[src/rtl/hex_display_pkg.sv]
// Shared constants for the hex display driver: mode encodings, blank segment
// pattern and the divider counter width helper.
package hex_display_pkg;

    localparam logic [1:0] MODE_HOLD = 2'b00;
    localparam logic [1:0] MODE_UP   = 2'b01;
    localparam logic [1:0] MODE_DOWN = 2'b10;

    localparam logic [6:0] SEG_BLANK = 7'h7F;

    // Bits needed to hold the terminal count itself (never narrower than 1).
    function automatic int div_width(input int term);
        int w;
        w = $clog2(term + 1);
        return (w < 1) ? 1 : w;
    endfunction

endpackage

[src/rtl/seven_segment_display.sv]
// Hex nibble to active-low seven-segment pattern; HEX[0]=a ... HEX[6]=g.
module seven_segment_display (
    input  logic [3:0] X,
    output logic [6:0] HEX
);

    always_comb begin
        HEX = 7'h7F;
        case (X)
            4'h0: HEX = 7'h40;
            4'h1: HEX = 7'h79;
            4'h2: HEX = 7'h24;
            4'h3: HEX = 7'h30;
            4'h4: HEX = 7'h19;
            4'h5: HEX = 7'h12;
            4'h6: HEX = 7'h02;
            4'h7: HEX = 7'h78;
            4'h8: HEX = 7'h00;
            4'h9: HEX = 7'h10;
            4'hA: HEX = 7'h08;
            4'hB: HEX = 7'h03;
            4'hC: HEX = 7'h46;
            4'hD: HEX = 7'h21;
            4'hE: HEX = 7'h06;
            4'hF: HEX = 7'h0E;
            default: HEX = 7'h7F;
        endcase
    end

endmodule

[src/rtl/tick_divider.sv]
// Counts 0..DIV-1 and flags the terminal count; clr restarts the count.
module tick_divider
    import hex_display_pkg::*;
#(
    parameter int DIV = 2
) (
    input  logic CLOCK_50,
    input  logic RESET,
    input  logic clr,
    output logic tick
);

    localparam int             W    = div_width(DIV - 1);
    localparam logic [W-1:0]   TERM = W'(DIV - 1);

    logic [W-1:0] r_cnt;

    assign tick = (r_cnt == TERM);

    always_ff @(posedge CLOCK_50) begin
        if (RESET || clr) begin
            r_cnt <= '0;
        end else if (tick) begin
            r_cnt <= '0;
        end else begin
            r_cnt <= r_cnt + 1'b1;
        end
    end

endmodule

[src/rtl/hex_display_driver.sv]
// Multi-digit hex value register with load/hold/up/down counting, driving
// active-low seven-segment displays with leading-zero blanking and blinking.
module hex_display_driver
    import hex_display_pkg::*;
#(
    parameter int DIGITS   = 4,
    parameter int CLK_HZ   = 50_000_000,
    parameter int COUNT_HZ = 1,
    parameter int BLINK_HZ = 2
) (
    input  logic                  CLOCK_50,
    input  logic                  RESET,
    input  logic                  LOAD,
    input  logic [4*DIGITS-1:0]   VALUE,
    input  logic [1:0]            MODE,
    input  logic                  BLANK_LZ,
    input  logic                  BLINK_EN,
    output logic [7*DIGITS-1:0]   HEX,
    output logic [4*DIGITS-1:0]   LEDR,
    output logic                  TICK,
    output logic                  WRAP
);

    localparam int               VW    = 4 * DIGITS;
    localparam logic [VW-1:0]    ALL_F = '1;

    logic [VW-1:0]         r_val;
    logic                  r_tick;
    logic                  r_wrap;
    logic                  r_phase;
    logic [7*DIGITS-1:0]   r_hex;

    logic                  w_step;
    logic                  w_blink_tick;
    logic [7*DIGITS-1:0]   w_hex_next;
    logic [DIGITS:0]       w_zero_above;

    // LOAD restarts the step period so the next step is a full period later.
    tick_divider #(.DIV(CLK_HZ / COUNT_HZ)) u_count_div (
        .CLOCK_50 (CLOCK_50),
        .RESET    (RESET),
        .clr      (LOAD),
        .tick     (w_step)
    );

    tick_divider #(.DIV(CLK_HZ / (2 * BLINK_HZ))) u_blink_div (
        .CLOCK_50 (CLOCK_50),
        .RESET    (RESET),
        .clr      (1'b0),
        .tick     (w_blink_tick)
    );

    always_ff @(posedge CLOCK_50) begin
        if (RESET) begin
            r_val  <= '0;
            r_tick <= 1'b0;
            r_wrap <= 1'b0;
        end else begin
            r_tick <= 1'b0;
            r_wrap <= 1'b0;
            if (LOAD) begin
                r_val <= VALUE;
            end else if (w_step) begin
                case (MODE)
                    MODE_UP: begin
                        r_val  <= r_val + 1'b1;
                        r_tick <= 1'b1;
                        r_wrap <= (r_val == ALL_F);
                    end
                    MODE_DOWN: begin
                        r_val  <= r_val - 1'b1;
                        r_tick <= 1'b1;
                        r_wrap <= (r_val == '0);
                    end
                    default: ;
                endcase
            end
        end
    end

    always_ff @(posedge CLOCK_50) begin
        if (RESET) begin
            r_phase <= 1'b0;
        end else if (w_blink_tick) begin
            r_phase <= ~r_phase;
        end
    end

    // w_zero_above[i]: digit i and every digit above it are zero.
    assign w_zero_above[DIGITS] = 1'b1;

    generate
        for (genvar gi = 0; gi < DIGITS; gi++) begin : g_digit
            logic [6:0] w_seg;
            logic       w_lz;
            logic       w_blank;

            seven_segment_display u_dec (
                .X   (r_val[4*gi +: 4]),
                .HEX (w_seg)
            );

            assign w_zero_above[gi] = w_zero_above[gi+1] & (r_val[4*gi +: 4] == 4'h0);

            if (gi == 0) begin : g_lsd
                assign w_lz = 1'b0;
            end else begin : g_upper
                assign w_lz = BLANK_LZ & w_zero_above[gi];
            end

            assign w_blank                = (BLINK_EN & r_phase) | w_lz;
            assign w_hex_next[7*gi +: 7]  = w_blank ? SEG_BLANK : w_seg;
        end
    endgenerate

    always_ff @(posedge CLOCK_50) begin
        if (RESET) begin
            r_hex <= {DIGITS{SEG_BLANK}};
        end else begin
            r_hex <= w_hex_next;
        end
    end

    assign HEX  = r_hex;
    assign LEDR = r_val;
    assign TICK = r_tick;
    assign WRAP = r_wrap;

endmodule
[config.mk]
export PLATFORM = sky130hd
export DESIGN_NAME = hex_display_driver
export DESIGN_NICKNAME = d
export VERILOG_FILES = /design/src/rtl/hex_display_pkg.sv /design/src/rtl/seven_segment_display.sv /design/src/rtl/tick_divider.sv /design/src/rtl/hex_display_driver.sv
export SDC_FILE = /design/constraint.sdc
export NUM_CORES = 1
export LEC_CHECK = 0
export CAP_MARGIN = 20
export CORE_MARGIN = 10
export CORE_UTILIZATION = 58
export DETAILED_ROUTE_END_ITERATION = 7
export HOLD_SLACK_MARGIN = 0.05
export PLACE_DENSITY = 0.83
export SYNTH_ARGS = -nofsm -noshare
export SYNTH_HDL_FRONTEND = slang
export SYNTH_HIERARCHICAL = 1
export SYNTH_SLANG_ARGS = --single-unit
[constraint.sdc]
create_clock -name CLOCK_50 -period 4.9 [get_ports CLOCK_50]
set_input_delay 1.225 -clock CLOCK_50 [delete_from_list [all_inputs] [get_ports CLOCK_50]]
set_output_delay 1.225 -clock CLOCK_50 [all_outputs]
set_load 0.01 [all_outputs]
Word-level counts from Yosys, hierarchy flattened
Memories as Yosys holds them, arrays and structs flattened. A register that Yosys moved wholly into a read port is not among the register bits.
Cells that the tools add are included.
{ "classes": {"n_reduce_logical": 16, "mux": 5, "addsub": 4, "n_eq_ne": 5, "bitwise_logic": 11} }
{ "ops": {"columns": ["operator", "n"], "rows": [
  ["$mux W16", 2],
  ["$pmux W16 S2", 1],
  ["$add A26 B1 Y26 const B", 1],
  ["$eq A26 B26 Y1 const B", 1],
  ["$add A24 B1 Y24 const B", 1],
  ["$eq A24 B24 Y1 const B", 1],
  ["$add A16 B1 Y16 const B", 1],
  ["$eq A16 B16 Y1 const B", 1],
  ["$logic_not A16 Y1", 1],
  ["$sub A16 B1 Y16 const B", 1],
  ["$reduce_or A2 Y1", 7],
  ["$logic_not A4 Y1", 3],
  ["$and A1 B1 Y1", 6],
  ["$or A1 B1 Y1", 3],
  ["$reduce_bool A3 Y1", 1],
  ["$reduce_or A3 Y1", 1],
  ["$eq A2 B1 Y1 const B", 1],
  ["$eq A2 B2 Y1 const B", 1],
  ["$not A1 Y1", 2],
  ["$pmux W1 S2", 1],
  ["$reduce_and A2 Y1", 1],
  ["$reduce_bool A2 Y1", 1],
  ["$logic_or A1 B1 Y1", 1],
  ["$mux W1", 1]
]} }
{ "word_totals": {"romBits": 448, "in_bits": 23, "output_inout_bits": 46, "register_bits": 69, "word_cells": 51, "memories": 4} }
{ "memory_table": {"columns": ["memory", "words", "word_bits", "rd", "rd_ports_with_merged_regs", "write_ports", "line", "source"], "rows": [
  ["(name not given)", 16, 7, 1, 1, 0, "seven_segment_display.sv:9", "case (X)"],
  ["(name not given)", 16, 7, 1, 1, 0, "seven_segment_display.sv:9", null],
  ["(name not given)", 16, 7, 1, 1, 0, "seven_segment_display.sv:9", null],
  ["(name not given)", 16, 7, 1, 1, 0, "seven_segment_display.sv:9", null]
]} }

Logic depth before layout (Yosys ltp)
{ "logic_depth": {"ltp_word": 6, "ltp_mapped": 14, "mapped_depth_nobuf": 10} }

Modules after synthesis
Netlist, hierarchy kept.
{ "modules_own_cells": {"columns": ["module", "n_inst", "seq_area_each_um2", "area_per_inst_um2", "cells_each"], "rows": [
  ["hex_display_driver", 1, 940.9, 2852.7, 354],
  ["tick_divider at u_count_div", 1, 520.5, 1268.7, 142],
  ["tick_divider at u_blink_div", 1, 480.5, 1163.6, 132],
  ["seven_segment_display", 4, 0.0, 275.3, 32]
]} }

Worst setup path before layout
OpenSTA, ideal clock, no wires.
{ "synth_path": {"kind": "input to register", "startpoint": "in MODE[0]", "endpoint": "reg r_val[12], in the netlist LEDR[12]", "n_path_buf": 4, "setup_slack_ns": 1.048, "required_ns": 4.783, "arrival_time_ns": 3.734, "path_stages": 14, "path_cell_list": "inv_1 -> ha_1 -> buf_2 -> buf_2 -> buf_4 -> buf_4 -> xor2_1 -> ha_1 -> a21boi_0 -> o22a_1 -> nand3_1 -> nand2_1 -> mux2_2 -> a32o_1"} }
{ "synth_via": {"elab_chain_len": 4, "elab_cells_between_ends": 7} }
{ "synth_lines": {"columns": ["item", "line", "source"], "rows": [
  ["start, declared", "hex_display_driver.sv:15", "input logic [1:0] MODE,"],
  ["$eq A2 B2 Y1 / $eq A2 B1 Y1 (equally long branches)", "hex_display_driver.sv:64", "case (MODE)"],
  ["$pmux W16 S2", "hex_display_driver.sv:64", null],
  ["$mux W16", "hex_display_driver.sv:63", "end else if (w_step) begin"],
  ["$mux W16", "hex_display_driver.sv:61", "if (LOAD) begin"],
  ["end signal, assigned", "hex_display_driver.sv:66", "r_val <= r_val + 1'b1;"],
  ["end signal, assigned", "hex_display_driver.sv:71", "r_val <= r_val - 1'b1;"],
  ["end, declared", "hex_display_driver.sv:27", "logic [VW-1:0] r_val;"]
]} }
Parallel ways exist; a longest one is shown, timed or not. The select of a mux whose other input is x is not followed.
A chain may end at the register's enable or synchronous reset.

Worst setup path in the final report
{ "layout_path": {"startpoint": "in MODE[1]", "endpoint": "reg r_val[12], in the netlist LEDR[12]"} }
Same word-level chain as after synthesis.

==> metrics <==
#FFs+latches synth a little under 100; Slew Viols, Final 0; worst r2r src u_count_div/r_cnt[0]$_SDFF_PP0_; Hold EP u_blink_div/r_cnt[0]$_SDFF_PP0_; status finished, final reports clean; All-Layer GR Usage 19.2%; max-cap violation count 0; LEAKAGE 2.58 nW; Root Buffer clkbuf_8; number of global-route vias before repair around 5,400; total nets after synthesis 813; worst-path cell chain clkdlybuf4s50_1 -> ha_1 -> buf_4 -> inv_1 -> nor2_1 -> o21ai_0 -> nand2_1 -> mux2_2 -> a32o_1; I/O Buffers 68; die extent in y 125 µm; Final Total Pwr 1.73 mW; PD cells 239 nW/µm²; remaining global-route overflow 0; Slew @ Worst Pin slightly below 1 ns; H-tree Lvls 3; Post-Route WL 15.4 mm; Post-CTS Setup Repair Bufs 0; WHS Path Cells 1; Area Growth Syn to Fin 13.2%; Synth warnings 6; CTS tree done; clock buffer depth 2; CP max-delay cell clkdlybuf4s50_1; CP max stage delay 0.51 ns; commonest non-fill, non-tap cells in the layout dfxtp_1, nor2_1, clkdlybuf4s50_1; Setup violations, final 0; routability cong. roughly 0.94; Rows 38; Crit Path Class in -> reg; antenna violations before repair 0; antenna viol nets, final 0; CTS resizes 0; Vias 5,717; number of synthesized flops with an enable pin 0; R2R Setup Slk 1.67 ns; wire per inst 16.4 µm; Hold Buf Count CTS 0; die footprint around 16,000 µm²; pin count of the biggest net entering global routing 44; Reg2Reg Depth 9; Final Hold Fails 0; Final Worst Setup Slack 1.17 ns; Clock Latency Late Sink 0.38 ns; Bufs and invs on worst path 3; Die Span X 125 µm; Req. time, crit path 5.18 ns; hpwl dp about 11 mm; DRT iter0 DRCs 381; Top Ports 69; Clock Sinks a little under 100; Syn Area/Cell roughly 8.4 µm²; Top FF cell, synth dfxtp_1; Crit path arrival time 4.01 ns; Syn Inst Count roughly 760; final worst path period share 76.2%; sequential-to-total area share from yosys stat 30.4%; Finished Core Util 67.0%; Max FO, Critical Path 43; startpoint types input port; RSZ-0062 raised after global routing no; setup TNS 0 ns; Post-synth ARST share 0%; clock slew at reported path FFs 0.10 ns; Starting Density 59.2%; most common cell after layout, fill and taps aside dfxtp_1; Hold WC Path Type reg -> reg; Inserted Diodes 0; Post-layout nets ~850; Cell variety after synth 77; critical path's top delay family buffers and inverters; Min-Delay Startpoint u_blink_div/r_cnt[0]$_SDFF_PP0_; drt pass-1 iters 5; TritonCTS buffer count 9; Worst slew margin roughly 34%; first-pass GRT wire length 26.0 mm; pre-CTS setup slack approximately 0.84 ns; Max Freq 268 MHz; share of cells above drive strength 1 8.10%; CP Capture Type flop; Residual DRC 0; worst vdd ir between 0.15 and 0.2 mV; Core Region 10,800 µm²; Clock Skew between 0.01 and 0.015 ns; Post-Syn Area approximately 6400 µm²; fin crit period 3.73 ns; vias per cell around 6.1; reg-to-reg endpoint LEDR[12]$_SDFFE_PP0P_
[where the power goes]
group	leakage [nW]	internal (mW)	total, mW	switching (mW)
registers	0.794	0.821	0.872	0.0500
logic	1.69	0.171	0.329	0.158
clock network	0.0974	0.249	0.529	0.280
total	2.58	1.24	1.73	0.488
[flip-flops by register name, summed over array words and instances, names as in the netlist]
signal             flops
HEX                   28
LEDR                  16
TICK                   1
WRAP                   1
r_phase                1
u_blink_div/r_cnt     24
u_count_div/r_cnt     26
[cell families (layout without fill, tap and decap cells)]
group           after synthesis  after routing  share of synthesized area, %
buf+inv                      76            122                          5.90
xor+xnor                     47             47                          6.45
compound gates              164            164                          17.6
mux                          30             30                          5.84
other cells                   1              1                        0.0587
simple gates                307            307                          27.1
flops                        97             97                          30.4
fa+ha+maj                    34             34                          6.66
[Yosys cell counts (5+ instances only)]
cell	count	area share [%]
o21a_1	11	1.3
clkbuf_1	20	1.2
nor4_1	8	0.78
nand2_1	35	2.1
a22o_1	10	1.4
inv_1	30	1.8
or2_2	10	0.98
o22ai_1	7	0.69
nand4_1	20	2.0
buf_6	9	1.6
buf_2	12	0.94
or3_1	16	1.6
nor3_1	19	1.5
and2_1	5	0.49
nor2_1	86	5.1
o31ai_1	9	1.1
or3b_1	5	0.69
a32oi_1	5	0.69
mux2i_1	20	3.1
o21ai_0	36	2.8
a21oi_1	40	3.1
nand3_1	23	1.8
nand2b_1	21	2.1
or4_1	7	0.82
a31oi_1	6	0.59
ha_1	34	6.7
and3_1	7	0.69
nor2b_1	9	0.88
a32o_1	6	0.94
mux2_2	6	1.1
xor2_1	20	2.7
dfxtp_1	97	30
xnor2_1	27	3.7
[worst max-delay path by stage]
stage,start,cells past startpoint,end
detailed placement,MODE[0],10,LEDR[12]$_SDFFE_PP0P_
global route,MODE[0],10,LEDR[12]$_SDFFE_PP0P_
finish,MODE[1],9,LEDR[12]$_SDFFE_PP0P_
CTS,MODE[0],10,LEDR[12]$_SDFFE_PP0P_
floorplan,MODE[0],14,LEDR[12]$_SDFFE_PP0P_
global placement,MODE[1],9,LEDR[14]$_SDFFE_PP0P_
[cell type report]
class	count	area (µm²)
Fill cell	897	3570
Clock buffer	13	149
Inverter	30	113
Timing Repair Buffer	76	741
Clock inverter	3	40.0
Sequential cell	97	1940
Multi-Input combinational cell	583	4070
Tap cell	140	175
[through the flow]
stage               hold WS, ns  std cells  cell area, µm²
detailed placement        0.457        926            7040
floorplan                 0.426        756            6390
global placement          0.441        926            7040
finish                    0.474        942            7230
CTS                       0.478        942            7230
global route              0.510        942            7230
[per-layer routing]
| layer | global-route usage [%] | vias up | part of all wire [%] |
|---|---|---|---|
| met3 | 3.55 | 29 | 5.4 |
| met1 | 23.6 | 2698 | 44 |
| met2 | 32.4 | 182 | 49 |
| met4 | 7.66 | 0 | 2.3 |
| met5 | 0 | - | 0 |
| li1 | - | 2808 | - |
No activity file was read; power rests on OpenSTA's default activity.
